`src/rtl/mt9v032_word_align_pkg.sv`:
```
// Shared constants and types for the MT9V032 word-alignment stage.
package mt9v032_word_align_pkg;

    localparam int WORD_W     = 12;
    localparam int PIX_W      = 10;
    localparam int OFFSET_MAX = 11;

    // Embedded sync marker: SYNC_HI, SYNC_LO, then one of the codes below.
    localparam logic [PIX_W-1:0] SYNC_HI = 10'd1023;
    localparam logic [PIX_W-1:0] SYNC_LO = 10'd0;
    localparam logic [PIX_W-1:0] CODE_FS = 10'd1023;
    localparam logic [PIX_W-1:0] CODE_FE = 10'd1022;
    localparam logic [PIX_W-1:0] CODE_LS = 10'd0;
    localparam logic [PIX_W-1:0] CODE_LE = 10'd1;

    typedef enum logic {
        SEARCH = 1'b0,
        LOCKED = 1'b1
    } align_state_t;

    // Bit offset advance with wrap back to 0 after the last position.
    function automatic logic [3:0] next_offset(input logic [3:0] off);
        return (off == 4'(OFFSET_MAX)) ? 4'd0 : off + 4'd1;
    endfunction

endpackage

```
`src/rtl/mt9v032_sync_decode.sv`:
```
// Sync marker decoder: two-word history of emitted pixels plus code compare.
// Flags are registered so they line up with the registered pixel output.
module mt9v032_sync_decode
    import mt9v032_word_align_pkg::*;
(
    input  logic             clk,
    input  logic             rst,
    input  logic             clear,
    input  logic             pix_valid,
    input  logic [PIX_W-1:0] pix,
    output logic             fs,
    output logic             fe,
    output logic             ls,
    output logic             le
);

    logic [PIX_W-1:0] hist_old;
    logic [PIX_W-1:0] hist_new;
    logic             marker_head;

    // The two previously emitted words form the SYNC_HI, SYNC_LO preamble.
    always_comb begin
        marker_head = (hist_old == SYNC_HI) && (hist_new == SYNC_LO);
    end

    // Shift history on each emitted pixel and pulse the matching flag.
    always_ff @(posedge clk) begin
        if (rst || clear) begin
            hist_old <= '0;
            hist_new <= '0;
            fs       <= 1'b0;
            fe       <= 1'b0;
            ls       <= 1'b0;
            le       <= 1'b0;
        end else begin
            fs <= 1'b0;
            fe <= 1'b0;
            ls <= 1'b0;
            le <= 1'b0;
            if (pix_valid) begin
                fs       <= marker_head && (pix == CODE_FS);
                fe       <= marker_head && (pix == CODE_FE);
                ls       <= marker_head && (pix == CODE_LS);
                le       <= marker_head && (pix == CODE_LE);
                hist_old <= hist_new;
                hist_new <= pix;
            end
        end
    end

endmodule

```
`src/rtl/mt9v032_word_align.sv`:
```
// Word alignment and sync decode for one MT9V032 LVDS channel.
// Searches the 12 bit offsets for start/stop framing, locks after a run of
// good words, emits bit-reversed 10-bit pixels while locked and drops back
// to search after a run of framing errors.
module mt9v032_word_align
    import mt9v032_word_align_pkg::*;
#(
    parameter int LOCK_COUNT = 64,
    parameter int ERR_LIMIT  = 4
) (
    input  logic              clk,
    input  logic              rst,
    input  logic              in_valid,
    input  logic [WORD_W-1:0] in_data,
    output logic              out_valid,
    output logic [PIX_W-1:0]  out_data,
    output logic              out_fs,
    output logic              out_fe,
    output logic              out_ls,
    output logic              out_le,
    output logic              locked,
    output logic [3:0]        offset
);

    localparam int GOOD_W = $clog2(LOCK_COUNT + 1);
    localparam int ERR_W  = $clog2(ERR_LIMIT + 1);

    align_state_t        state;
    logic [WORD_W-1:0]   prev;
    logic [GOOD_W-1:0]   good_cnt;
    logic [ERR_W-1:0]    err_cnt;

    logic [2*WORD_W-1:0] joined;
    logic [WORD_W-1:0]   window;
    logic [PIX_W-1:0]    pixel;
    logic                framing_good;
    logic [GOOD_W-1:0]   good_next;
    logic [ERR_W-1:0]    err_next;
    logic                lock_hit;
    logic                drop_hit;
    logic                emit;
    logic                sync_clear;

    // Extract the 12-bit window at the current offset and unpack the pixel.
    always_comb begin
        joined       = {prev, in_data};
        window       = joined[5'd23 - {1'b0, offset} -: WORD_W];
        framing_good = window[WORD_W-1] & ~window[0];
        pixel        = '0;
        for (int unsigned i = 0; i < PIX_W; i++) begin
            pixel[i] = window[PIX_W - i];
        end
    end

    // Lock/unlock decisions and emit qualification for the current word.
    always_comb begin
        good_next  = good_cnt + 1'b1;
        err_next   = err_cnt + 1'b1;
        lock_hit   = framing_good && (good_next == GOOD_W'(LOCK_COUNT));
        drop_hit   = !framing_good && (err_next == ERR_W'(ERR_LIMIT));
        emit       = in_valid && (((state == SEARCH) && lock_hit) ||
                                  ((state == LOCKED) && !drop_hit));
        sync_clear = in_valid && (state == LOCKED) && drop_hit;
    end

    // Alignment FSM with registered pixel and lock outputs.
    always_ff @(posedge clk) begin
        if (rst) begin
            state     <= SEARCH;
            locked    <= 1'b0;
            offset    <= '0;
            prev      <= '0;
            good_cnt  <= '0;
            err_cnt   <= '0;
            out_valid <= 1'b0;
            out_data  <= '0;
        end else begin
            out_valid <= emit;
            if (emit) begin
                out_data <= pixel;
            end
            if (in_valid) begin
                prev <= in_data;
                case (state)
                    SEARCH: begin
                        if (framing_good) begin
                            if (lock_hit) begin
                                state    <= LOCKED;
                                locked   <= 1'b1;
                                good_cnt <= '0;
                                err_cnt  <= '0;
                            end else begin
                                good_cnt <= good_next;
                            end
                        end else begin
                            good_cnt <= '0;
                            offset   <= next_offset(offset);
                        end
                    end
                    LOCKED: begin
                        if (framing_good) begin
                            err_cnt <= '0;
                        end else if (drop_hit) begin
                            state    <= SEARCH;
                            locked   <= 1'b0;
                            good_cnt <= '0;
                            err_cnt  <= '0;
                            offset   <= next_offset(offset);
                        end else begin
                            err_cnt <= err_next;
                        end
                    end
                    default: state <= SEARCH;
                endcase
            end
        end
    end

    mt9v032_sync_decode u_sync (
        .clk       (clk),
        .rst       (rst),
        .clear     (sync_clear),
        .pix_valid (emit),
        .pix       (pixel),
        .fs        (out_fs),
        .fe        (out_fe),
        .ls        (out_ls),
        .le        (out_le)
    );

endmodule

```
`config.mk`:
```
export PLATFORM = sky130hd
export DESIGN_NAME = mt9v032_word_align
export DESIGN_NICKNAME = d
export VERILOG_FILES = /design/src/rtl/mt9v032_word_align_pkg.sv /design/src/rtl/mt9v032_sync_decode.sv /design/src/rtl/mt9v032_word_align.sv
export SDC_FILE = /design/constraint.sdc
export NUM_CORES = 1
export LEC_CHECK = 0
export BUFFER_PORTS_ARGS = -buffer_cell sky130_fd_sc_hd__buf_2
export CAP_MARGIN = 0
export CORE_ASPECT_RATIO = 0.6
export CORE_MARGIN = 3
export CORE_UTILIZATION = 46
export CTS_BUF_LIST = sky130_fd_sc_hd__clkbuf_4
export CTS_CLUSTER_DIAMETER = 40
export CTS_CLUSTER_SIZE = 28
export DETAILED_ROUTE_END_ITERATION = 10
export GPL_TIMING_DRIVEN = 0
export PLACE_DENSITY = 0.62
export RECOVER_POWER = 50
export SLEW_MARGIN = 5
export SYNTH_ARGS = -nofsm -noshare
export SYNTH_HDL_FRONTEND = slang
export SYNTH_SLANG_ARGS = --single-unit
```
`constraint.sdc`:
```
create_clock -name clk -period 2.87 [get_ports clk]
set_input_delay 0.4305 -clock clk [delete_from_list [all_inputs] [get_ports clk]]
set_output_delay 0.4305 -clock clk [all_outputs]
set_load 0.02 [all_outputs]
```
==> results of run 1 <==
-- stage by stage --
stage	worst slack, ns	setup TNS, ns	cells	utilization, %
2_1_floorplan	0.444	0	399	-
3_3_place_gp	-0.0482	-0.0932	540	51.7
3_5_place_dp	-0.0417	-0.0779	540	51.7
4_1_cts	0.101	0	555	53.1
5_1_grt	0.0264	0	555	52.9
6_report	0.128	0	555	52.9
-- report_power, final --
part | total [mW] | switching [mW] | internal (mW)
Clock | 0.500 | 0.325 | 0.175
Sequential | 0.909 | 0.0213 | 0.888
Combinational | 0.379 | 0.209 | 0.169
-- cells in the final DEF, fill, tap and decap left out, drive strengths merged, types with 2 or more instances in the layout --
cell type	Yosys	layout
inv	6	6
and2	4	4
clkinv	1	5
nand2b	4	4
or3	4	4
buf	17	27
nand4	4	4
a22oi	3	3
nor3	12	12
o41ai	2	2
nor3b	4	4
o22a	3	3
mux2	6	6
nor4	4	4
a2111oi	2	2
mux2i	25	25
nor2b	9	9
a211o	3	3
a32o	2	2
nand2	56	56
a31oi	4	4
or2	6	6
a221o	3	3
nor4bb	4	4
nor4b	2	2
dfxtp	63	63
mux4	26	26
clkbuf	12	45
ha	4	4
a22o	4	4
o211ai	3	3
and3b	2	2
a21oi	34	34
o21ai	3	3
and3	8	8
nor2	29	29
nand3	6	6
-- flip-flops by register name, indices dropped and copies added, names as in the netlist --
register,count
good_cnt,7
offset,4
prev,12
state,1
u_sync.ls,1
locked,1
u_sync.hist_new,10
err_cnt,3
u_sync.hist_old,10
out_valid,1
u_sync.fe,1
u_sync.le,1
u_sync.fs,1
out_data,10
-- logic make-up after synthesis --
family	count (synthesis)	synth area share, %
AOI/OAI and AO/OA	76	14.3
adders and majority gates	4	1.31
buffers and inverters	36	5.13
DFF	63	33.1
muxes	57	23.7
and+or+nand+nor	163	22.4
-- worst paths after layout --
| path | from | endpoint | slack (ns) | depth (start not counted) |
|---|---|---|---|---|
| max | offset[1] | u_sync.le | 0.13 | 10 |
| min | in_data[2] | prev[2] | 0.33 | 3 |
| max reg2reg | offset[1] | u_sync.le | 0.13 | 10 |
| min reg2reg | u_sync.hist_old[3] | u_sync.hist_old[3] | 0.46 | 2 |
-- synthesized netlist by cell type (5+ instances only) --
cell type	number
or2_2	5
buf_6	5
and3_1	8
mux2_2	6
mux2i_1	25
dfxtp_1	63
clkbuf_1	12
nor2b_1	9
nand2_1	56
buf_2	6
nor3_1	11
a21oi_1	34
mux4_2	26
inv_1	6
nor2_1	29
nand3_1	5
-- critical path: cells and delay by family, from the launching register on --
family	cells	cell delay (ns)
buffers and inverters	4	0.87
AOI/OAI and AO/OA	3	0.54
and+or+nand+nor	2	0.54
DFF	1	0.38
muxes	1	0.38
-- layer usage --
layer | share of wire (%) | global-route usage, % | vias to the layer above
met5 | 0 | 2.84 | -
met4 | 1.1 | 6.52 | 0
met3 | 10 | 8.23 | 13
met2 | 39 | 29.8 | 162
met1 | 49 | 37.2 | 1633
li1 | - | - | 1588
-- what timing repair did --
item | CTS | global route
resized for setup | 1 | 4
endpoints found under the setup margin | 2 | 13
gates cloned | 0 | 0
-- layout make-up --
class | count | area share, %
multi-input combinational | 300 | 56.4
sequential | 63 | 30.0
buffer | 29 | 4.05
timing repair buffer | 33 | 3.31
tap | 108 | 3.22
clock buffer | 10 | 1.79
clock inverter | 5 | 0.626
inverter | 7 | 0.626
==> results.toml, run 1 <==
[grt]
grt_pass1_vias = 3070
grtUsageTotal_pct = 23.7
antenna_found_initial = 0
grt_pass1_wl_um = 16900
grt_max_degree = 11
overflow = 0

[worst_setup_path]
critPathArrivalTime_ns = 3.11
crit_type = "flop to flop"
crit_path_end_kind = "flop"
required_ns = 3.24
worstPathMaxFanout = 10
crit_path_cell_trace = "buf_6 -> buf_4 -> buf_4 -> buf_2 -> mux4_2 -> o22a_1 -> a21oi_1 -> o211ai_1 -> nor4_2 -> and2_1"
crit_top_cell = "buf_4"
critPathLaunchType = "flop"
slowest_stage = "dfxtp_1"
worst_path_largest_cell_delay_ns = 0.38

[clock_tree]
cts_sinks = 63
numCtsBuffers = 9
worstSkewPairLatency_ns = 0.43
cts_max_path_buffers = 2
cts_root_buf = "clkbuf_4"
cts_tree = "yes"
hold_buffers = 0
clk_pin_slew_worst_paths_ns = 0.10
cts_setup_buffers = 0
cts_max_level = 3

[synth]
synth_area_per_cell_sq_um = 9.54
synthDistinctLibCells = 60
synth.area.top_cells = "dfxtp_1, mux4_2, mux2i_1"
netlist.area_leader.share_pct = 33.1
synth_edf_count = 0
yosysTopAreaCell = "dfxtp_1"
ys_ff_latch = 63
yosysWarningCount = 0
synthCells = 399
syn_area_sq_um = 3810
ys_seq_area_share_pct = 33.1
synth_nets = 418
ys.flop_type = "dfxtp_1"
async_reset_ff_share_pct = 0

[floorplanning]
die_h_um = 76.5
initial_core_util_pct = 47.9
rows = 25
dieArea_sq_um = 9440
die_w_um = 123
pin_count = 35
coreArea_sq_um = 7950

[place]
place.gp.congestion = 0.955
placed_area_sq_um = 4110
numPortBuffers = 33
place_hpwl_um = 7990

[final_layout]
area_growth_syn_to_layout_pct = 10.3
postLayoutCellArea_sq_um = 4200
antenna_cells = 0
nNetsFinal = 462
final_layout_size_suffix_gt1_share_pct = 19.9
nFillCells = 749
multi_input_area_sq_um = 2370
seqCellArea_sq_um = 1260

[sta]
setup_viol = 0
whs_ns = 0.327
worst_pin_slew_ns = 0.753
max-slew-margin-rel_pct = 49.8
finalHoldViolCount = 0
fin_skew_ns = 0.0141
rsz0062_at_grt = "no"
slew_violations = 0
min_period_ns = 2.74
fin_crit_sh_pct = 95.5
max_freq_ghz = 0.365

[drt]
antenna_left = 0
drtIter0Drc = 366
viasPerCell = 6.12
routed_wl_um = 10700
route.detailed.drc = 0
vias = 3396
dr.pass1.iters = 4
wl_per_cell_um = 19.2

[flow_run]
cap_viol_max_count = 0

[power_and_ir_drop]
p_total_mw = 1.79
power_density_nw_per_um2 = 426
irDropWorstVdd_mv = 0.213
leakagePower_nw = 1.47

[hold_path]
hp-class = "input pin to flop"

[run_status]
run_status = "finished, final reports clean"
No activity file was read; power rests on OpenSTA's default activity.
==> inputs of run 2 (changes only) <==
Settings changed: ABC_AREA from default to 1, CORE_MARGIN 3 to default.
==> results.toml, run 2 <==
[final_layout]
utilization_pct = 54.4
max_flop_register = "prev"
area_growth_syn_to_layout_pct = 10.3
nNetsFinal = 640
largest_register_ffs = 12
postLayoutCellArea_sq_um = 4080
final_common_cell = "nand2_1"
final_cell_mix = "nand2_1, nand3_1, nor2_1"
antenna_cells = 0
final_layout_size_suffix_gt1_share_pct = 9.42

[sta]
slew_violations = 0
rsz0062_at_grt = "no"
fin_crit_sh_pct = 86.0
final.setup.tns_ns = 0
setup_viol = 0
max-slew-margin-rel_pct = 59.6
finalWorstSetupSlack_ns = 0.401
max_freq_ghz = 0.405
finalHoldViolCount = 0
worst_pin_slew_ns = 0.606
fin_skew_ns = 0.0232
min_period_ns = 2.47

[worst_setup_path]
required_ns = 3.22
startpoint = "offset[1]"
worstPathMaxFanout = 10
reg2regPathDepth = 12
crit_top_cell = "nand2_1"
worst_path_largest_cell_delay_ns = 0.51
critPathLaunchType = "flop"
crit_type = "flop to flop"
critPathCapture = "out_data[0]"
slowest_stage = "dfxtp_1"
regToRegStartpoint = "offset[1]"
r2r_setup_slack_ns = 0.40
critPathArrivalTime_ns = 2.82
regToRegEndpoint = "out_data[0]"
crit_path_cell_trace = "inv_1 -> buf_2 -> nand3_1 -> nand2_1 -> nand2_1 -> nand3_1 -> nand2_2 -> nand2_1 -> nand2_4 -> buf_6 -> nand4_1 -> a21oi_1"
crit_path_end_kind = "flop"

[drt]
drtIter0Drc = 389
wl_per_cell_um = 15.3
vias = 4025
viasPerCell = 5.51
route.detailed.drc = 0
antenna_left = 0
routed_wl_um = 11100
dr.pass1.iters = 5

[synth]
yosysWarningCount = 0
synth.most_common_cell = "nand2_1"
ys.flop_type = "dfxtp_1"
synth.area.top_cells = "dfxtp_1, nand2_1, nand3_1"
ys_seq_area_share_pct = 34.1
synthDistinctLibCells = 32
netlist.area_leader.share_pct = 34.1
yosysTopAreaCell = "dfxtp_1"
synth_area_per_cell_sq_um = 6.41
async_reset_ff_share_pct = 0
synthCells = 577
syn_area_sq_um = 3700
synth_commonest_cells = "nand2_1, nand3_1, nor2_1"
synth_nets = 596
synth_edf_count = 0
ys_ff_latch = 63

[place]
dp_slack_ns = 0.677
placed_area_sq_um = 4000
place_hpwl_um = 8700
numPortBuffers = 33
place.gp.congestion = 0.962

[grt]
overflow = 0
grtUsageTotal_pct = 27.6
globalRouteMet1Util_pct = 42.2
antenna_found_initial = 0
grt_pass1_wl_um = 17900
grt_util_met3_pct = 9.95
use_met2_pct = 36.1
grt_pass1_vias = 3429
grt_max_degree = 12
grt.busiest_layer = "met1"

[floorplanning]
pin_count = 35
die_h_um = 71.5
initial_core_util_pct = 49.3
coreArea_sq_um = 7510
dieArea_sq_um = 8420
die_w_um = 118
rows = 24

[power_and_ir_drop]
p_int_mw = 1.33
p_seq_share_pct = 43.4
clockPowerShare_pct = 29.0
p_comb_share_pct = 27.5
sw_frac_of_total_pct = 36.8
irDropWorstVdd_mv = 0.268
leakagePower_nw = 1.84
power_switching_mw = 0.775
power_density_nw_per_um2 = 515
p_total_mw = 2.10

[clock_tree]
cts_tree = "yes"
worstSkewPairLatency_ns = 0.43
numCtsBuffers = 9
cts-resized-gates = 0
cts_sinks = 63
clk_pin_slew_worst_paths_ns = 0.11
hold_buffers = 0
cts_setup_buffers = 0
cts_root_buf = "clkbuf_4"
cts_max_level = 3
cts_max_path_buffers = 2

[run_status]
run_status = "finished, final reports clean"

[flow_run]
cap_viol_max_count = 0

[hold_path]
hp-class = "input pin to flop"
-- run 2: cell types whose count changed after synthesis, moves of 23 or more --
cell     before  now
mux2i_1      25    2
inv_1         6   44
nor2_1       29   69
nand3_1       5   93
mux4_2       26    0
nand2_1      56  164
-- run 2: worst min path at each step --
stage | startpoint | end | slack, ns | depth (start not counted)
3_5_place_dp | out_data[7] | out_data[7] | 0.45 | 2
5_1_grt | in_data[4] | prev[4] | 0.24 | 3
3_3_place_gp | out_data[0] | out_data[0] | 0.45 | 2
4_1_cts | in_data[4] | prev[4] | 0.24 | 3
6_report | in_data[4] | prev[4] | 0.26 | 3
2_1_floorplan | err_cnt[1] | err_cnt[1] | 0.45 | 2
-- run 2: critical path, delay by kind of cell, from the launching register on --
| family | cells | cell delay (ns) |
|---|---|---|
| AND/OR/NAND/NOR | 8 | 1.18 |
| flip-flops | 1 | 0.51 |
| buffers and inverters | 3 | 0.49 |
| AO/OA/AOI/OAI | 1 | 0.20 |
-- run 2: kinds of logic (layout without fill, tap and decap cells) --
family                   after synthesis  after routing  synth area share [%]
adder cells (fa/ha/maj)                4              4                  1.35
AND/OR/NAND/NOR                      363            363                  43.8
flip-flops                            63             63                  34.1
multiplexers                           2              2                 0.541
buffers and inverters                 78            127                  10.5
AO/OA/AOI/OAI                         67             67                  9.67
-- run 2: power by group through the flow --
stage	Clock (mW)	Sequential [mW]	Combinational [mW]
floorplan	0	0.934	0.412
global placement	0	0.932	0.565
detailed placement	0	0.933	0.567
CTS	0.630	0.914	0.569
global route	0.656	0.917	0.636
finish	0.610	0.914	0.579
-- run 2: area by class of cell --
class / instances / area (sq um)
buffer: 30 / 208
multi-input combinational: 436 / 2030
tap: 104 / 130
clock inverter: 7 / 63.8
inverter: 48 / 180
sequential: 63 / 1260
fill: 821 / 3420
timing repair buffer: 33 / 140
clock buffer: 9 / 67.6
-- run 2: per-stage QoR --
step	instances	hold slack, ns
global route	730	0.243
global placement	714	0.446
finish	730	0.261
CTS	730	0.235
detailed placement	714	0.448
floorplan	577	0.447
-- run 2: metal layers --
metal  share of wire (%)  vias up
li1                    -     1985
met1                  52     1830
met2                  36      203
met3                  12        7
met4                0.61        0
met5                   0        -
